==> config.mk <==
export PLATFORM = sky130hd
export DESIGN_NAME = mem_dump_unit
export DESIGN_NICKNAME = d
export VERILOG_FILES = /design/src/rtl/mem_dump_unit.sv
export SDC_FILE = /design/constraint.sdc
export NUM_CORES = 1
export LEC_CHECK = 0
export CAP_MARGIN = 20
export CORE_MARGIN = 10
export CORE_UTILIZATION = 30
export CTS_CLUSTER_DIAMETER = 80
export DETAILED_ROUTE_END_ITERATION = 6
export PLACE_DENSITY = 0.6
export SETUP_SLACK_MARGIN = 0.5
export SLEW_MARGIN = 20
export SYNTH_ARGS = -nofsm -noshare
export SYNTH_HDL_FRONTEND = slang
export SYNTH_SLANG_ARGS = --single-unit
==> constraint.sdc <==
create_clock -name clk -period 2.2 [get_ports clk]
set_clock_uncertainty 0.1 [all_clocks]
set_input_delay 0.44 -clock clk [delete_from_list [all_inputs] [get_ports clk]]
set_output_delay 0.44 -clock clk [all_outputs]
set_load 0.02 [all_outputs]
==> src/rtl/mem_dump_unit.sv <==
// mem_dump_unit: drains an inclusive, wrap-around SRAM address range onto a valid/ready stream.
// Optional checksum beat after the data beats: define DUMP_CHECKSUM_EN to build it.
module mem_dump_unit #(
  parameter int WORD_SIZE = 8,
  parameter int ADDR_SIZE = 8
) (
  input  logic                 clk,
  input  logic                 rst,
  input  logic                 start,
  input  logic [ADDR_SIZE-1:0] first_addr,
  input  logic [ADDR_SIZE-1:0] last_addr,
  output logic                 busy,
  output logic                 done,
  output logic                 mem_rd,
  output logic [ADDR_SIZE-1:0] mem_addr,
  input  logic [WORD_SIZE-1:0] mem_data,
  output logic                 dout_valid,
  input  logic                 dout_ready,
  output logic [WORD_SIZE-1:0] dout_data,
  output logic [ADDR_SIZE-1:0] dout_addr,
  output logic                 dout_is_sum
);

  typedef enum logic [2:0] {
    IDLE = 3'd0,
    ADDR = 3'd1,
    WAIT = 3'd2,
    SEND = 3'd3,
    SUM  = 3'd4,
    DONE = 3'd5
  } state_t;

  state_t                 r_state;
  state_t                 w_next;
  logic [ADDR_SIZE-1:0]   r_cur;
  logic [ADDR_SIZE-1:0]   r_last;
  logic [WORD_SIZE-1:0]   r_dout_data;
  logic [ADDR_SIZE-1:0]   r_dout_addr;
  logic                   w_accept;
  logic                   w_xfer;
  logic                   w_at_last;

  assign w_accept  = (r_state == IDLE) && start;
  assign w_xfer    = dout_valid && dout_ready;
  assign w_at_last = (r_cur == r_last);

  // NOTE: sequential state uses non-blocking assignments so every register
  // samples the pre-edge values of its peers, independent of statement order.
  always_ff @(posedge clk or negedge rst) begin
    if (!rst) begin
      r_state <= IDLE;
    end else begin
      r_state <= w_next;
    end
  end

  // NOTE: next is given a default before the case so no path leaves it
  // unassigned, which would otherwise infer a latch.
  always_comb begin
    w_next = r_state;
    unique case (r_state)
      IDLE: if (start) w_next = ADDR;
      ADDR: w_next = WAIT;
      WAIT: w_next = SEND;
      SEND: begin
        if (dout_ready) begin
          if (w_at_last) begin
`ifdef DUMP_CHECKSUM_EN
            w_next = SUM;
`else
            w_next = DONE;
`endif
          end else begin
            w_next = ADDR;
          end
        end
      end
`ifdef DUMP_CHECKSUM_EN
      SUM:  if (dout_ready) w_next = DONE;
`endif
      DONE: w_next = IDLE;
      default: w_next = IDLE;
    endcase
  end

  // Range pointers: cur advances only on an accepted beat, so a stalled beat never skips.
  always_ff @(posedge clk or negedge rst) begin
    if (!rst) begin
      r_cur  <= '0;
      r_last <= '0;
    end else if (w_accept) begin
      r_cur  <= first_addr;
      r_last <= last_addr;
    end else if ((r_state == SEND) && dout_ready && !w_at_last) begin
      r_cur  <= r_cur + ADDR_SIZE'(1);
    end
  end

  // SRAM data is valid during WAIT; capture it once and hold it for the whole SEND.
  always_ff @(posedge clk or negedge rst) begin
    if (!rst) begin
      r_dout_data <= '0;
      r_dout_addr <= '0;
    end else if (r_state == WAIT) begin
      r_dout_data <= mem_data;
      r_dout_addr <= r_cur;
    end
  end

`ifdef DUMP_CHECKSUM_EN
  logic [WORD_SIZE-1:0] r_sum;

  always_ff @(posedge clk or negedge rst) begin
    if (!rst) begin
      r_sum <= '0;
    end else if (w_accept) begin
      r_sum <= '0;
    end else if (r_state == WAIT) begin
      r_sum <= r_sum + mem_data;
    end
  end
`endif

  always_comb begin
    busy        = 1'b0;
    done        = 1'b0;
    mem_rd      = 1'b0;
    mem_addr    = '0;
    dout_valid  = 1'b0;
    dout_data   = r_dout_data;
    dout_addr   = r_dout_addr;
    dout_is_sum = 1'b0;
    unique case (r_state)
      ADDR: begin
        busy     = 1'b1;
        mem_rd   = 1'b1;
        mem_addr = r_cur;
      end
      WAIT: busy = 1'b1;
      SEND: begin
        busy       = 1'b1;
        dout_valid = 1'b1;
      end
`ifdef DUMP_CHECKSUM_EN
      SUM: begin
        busy        = 1'b1;
        dout_valid  = 1'b1;
        dout_is_sum = 1'b1;
        dout_data   = r_sum;
        dout_addr   = r_last;
      end
`endif
      DONE: done = 1'b1;
      default: ;
    endcase
  end

`ifndef SYNTHESIS
  // A presented beat must stay put until the consumer takes it.
  a_hold: assert property (@(posedge clk) disable iff (!rst)
    (dout_valid && !dout_ready) |=>
      (dout_valid && $stable(dout_data) && $stable(dout_addr) && $stable(dout_is_sum)));

  a_done_pulse: assert property (@(posedge clk) disable iff (!rst) done |=> !done);

  a_xfer_unused: assert property (@(posedge clk) disable iff (!rst)
    w_xfer |-> ((r_state == SEND) || (r_state == SUM)));
`endif

endmodule

==> qor.tcl <==
set qor(run_status) {finished, final reports clean}
set qor(synthesis.area_per_instance_um2) 12.3
set qor(grt_remaining_overflow) 0
set qor(dominant_combinational_cell_family_by_area_after_synthesis) {multiplexers}
set qor(floorplan.initialDensity_pct) 31.5
set qor(worst_setup_hold_path_clk_slew_ps) 70
set qor(compound_gate_portion_of_the_synthesized_area_pct) 7.51
set qor(port_buffers) 55
set qor(crit_path_end_kind) {primary output}
set qor(gp_routability_congestion) 0.751
set qor(synth_ff_type) {dfrtp_1}
set qor(synth_edf_count) 0
set qor(yosysSeqAreaShare_pct) 49.6
set qor(final_layout_size_suffix_gt1_share_pct) 50.2
set qor(required_ps) 1660
set qor(wl_per_cell_um) 15.9
set qor(fmax_mhz) 530
set qor(diodes) 0
set qor(cp.arrival_ps) 1350
set qor(largest_net_degree_at_the_start_of_global_routing) 36
set qor(synth-simple-area-share_pct) 14.5
set qor(grt_use_total_pct) 9.63
set qor(synth_fa_ha_area_share_pct) 0.708
set qor(critPathMaxFanout) 5
set qor(area_growth_pct) 65.2
set qor(total_cts_buffers) 5
set qor(mostFrequentLayoutCells) {dfrtp_1 (28), clkdlybuf4s50_1 (26), buf_4 (25)}
set qor(fin_total_pwr_mw) 4.15
set qor(post-dp-hpwl_um) 3290
set qor(grt_antenna_before_repair) 0
set qor(synth_xor_xnor_area_share_pct) 8.29
set qor(asyncSetResetFlopFracSynth_pct) 100
set qor(mostFrequentLayoutCell) {dfrtp_1}
set qor(top_level_ports) 57
set qor(chipHeight_um) 96.7
set qor(synth_top_area_share_pct) 49.6
set qor(clock_tree.htree_level_count) 2
set qor(unrepaired_setup_endpoints_after_global_routing) {yes}
set qor(hp-class) {flip-flop to flip-flop}
set qor(finish.net_count) 259
set qor(yosys.cell_types.count) 36
set qor(cts_root_buf) {clkbuf_8}
set qor(post_synth_mux_area_share_pct) 15.3
set qor(finalHoldViolations) 0
set qor(detail_route.iter0.violations) 62
set qor(yosys_warning_count) 0
set qor(clock_sink_count) 35
set qor(antenna_violating_nets_post_route) 0
set qor(yosys-top-cells-area) {dfrtp_1 (50%), mux2_2 (15%), xnor2_1 (3.5%), xor2_1 (3.0%), nor4_4 (2.4%)}
set qor(synth_nets) 173
set qor(post_drt_via_cell_ratio) 4.60
set qor(width_of_the_die_um) 96.7
set qor(ys_ff_latch) 35
set qor(syn_area_mm2) 0.00177
set qor(static-leakage-power_nw) 1.22
set qor(clock_tree_from_tritoncts) {yes}
set qor(period_share_pct) 85.8
set qor(postRouteWirelength_um) 4830
set qor(startpoint_to_endpoint_class_of_the_critical_path) {flip-flop to primary output}
set qor(vias_in_the_first_global_route) 1389
set qor(synth_area_leader) {dfrtp_1}
set qor(holdBufCountCts) 0
set qor(number_of_buffers_on_the_longest_clock_path) 2
set qor(synthCells) 144
set qor(vdd.ir_drop.worst_mv) 0.482
set qor(dr_total_vias) 1394
set qor(die-area_mm2) 0.00936
set qor(global_route_wire_length_before_repair_um) 7430
set qor(drt_pre_antenna_iters) 3
set qor(setup_viol) 0
set qor(core.rowCount) 27
set qor(placeableCoreArea_mm2) 0.00561
set qor(drc) 0
set qor(final_max_slew_viol_count) 0
set qor(layout_min_cycle_time_ps) 1890
set qor(power.density_cell_area_mw_per_mm2) 1420
set qor(worstSkewPairLatency_ps) 290
set qor(finalSetupTns_ps) 0
set qor(worst_setup_path_start_kind) {flip-flop}
set qor(max_cap_viol_count) 0
critical path, stage by stage (launching register included):
cell,delay [ps]
dfrtp_1,430
nor3_4,240
buf_6,150
and2_4,140
buf_6,110
per-stage QoR:
stage / cell area (um^2) / std cells / setup WS, ps / util, % / hold slack [ps]
3_5_place_dp: 2500 / 271 / 112 / 44.7 / 395
5_1_grt: 2920 / 303 / 259 / 52.0 / 421
3_3_place_gp: 2500 / 271 / 108 / 44.7 / 390
6_report: 2920 / 303 / 311 / 52.0 / 403
2_1_floorplan: 1850 / 144 / 469 / - / 44.4
4_1_cts: 2680 / 282 / 319 / 47.7 / 411
registers in the layout (all words and copies together), names as in the netlist:
| signal | count |
|---|---|
| dout_data | 8 |
| r_state | 3 |
| dout_addr | 8 |
| r_cur | 8 |
| r_last | 8 |
routing by layer:
metal | GRT usage, % | wire [um] | vias up
li1 | - | - | 665
met1 | 11.2 | 2080 | 691
met2 | 16.0 | 2510 | 32
met3 | 2.48 | 159 | 6
met4 | 4.74 | 76 | 0
met5 | 0 | 0 | -
final cells by class:
cell class,instances,area [um^2]
fillers,521,2690
multi-input cells,96,980
flip-flops and latches,35,885
repair buffers,89,852
clock buffers,8,100
well taps,72,90.1
inverters,3,11.3
synthesized netlist by cell type (2+ instances only):
cell type	instances
buf_4	4
buf_2	3
a21oi_1	3
clkbuf_1	2
dfrtp_1	35
nor2_1	4
o21ai_1	3
nand2_1	11
o21ai_0	4
nor4_4	2
and2_1	6
nand4_1	3
xor2_1	6
nand3_1	2
a2111oi_2	2
inv_1	3
xor2_2	2
mux2_2	24
xnor2_1	7
nor3_1	2
path summary, 6_finish.rpt:
| check | end | start | slack (ps) | depth (start not counted) |
|---|---|---|---|---|
| max | mem_addr[6] | r_state[2]$_DFFE_PN0P_ | 310 | 4 |
| min | dout_addr[3]$_DFFE_PN0P_ | dout_addr[3]$_DFFE_PN0P_ | 400 | 1 |
| max reg2reg | r_last[5]$_DFFE_PN0P_ | r_state[2]$_DFFE_PN0P_ | 390 | 5 |
| min reg2reg | dout_addr[3]$_DFFE_PN0P_ | dout_addr[3]$_DFFE_PN0P_ | 400 | 1 |
| max in group asynchronous | r_cur[1]$_DFFE_PN0P_ | rst | 1190 | 2 |
| min in group asynchronous | r_last[4]$_DFFE_PN0P_ | rst | 470 | 2 |
kinds of logic (layout without fill, tap and decap cells):
group / after synthesis / after routing
adders and majority gates: 1 / 1
DFF: 35 / 35
and+or+nand+nor: 39 / 39
buffers and inverters: 13 / 100
xor gates and xnor gates: 15 / 15
muxes: 24 / 24
AOI/OAI and AO/OA: 16 / 16
other: 1 / 1
what timing repair did:
item                                    in CTS  in global routing
resized for setup                           94                 21
gates cloned                                 0                  2
endpoints found under the setup margin      33                 28
buffers inserted                             3                 19
pin swaps                                    3                 14
power breakdown:
group | switching (mW) | leakage, nW | internal (mW) | total [mW]
logic | 1.17 | 0.756 | 1.24 | 2.40
registers | 0.263 | 0.416 | 0.966 | 1.23
clock network | 0.229 | 0.0515 | 0.286 | 0.514
total | 1.66 | 1.22 | 2.49 | 4.15
No activity file was read; power rests on OpenSTA's default activity.
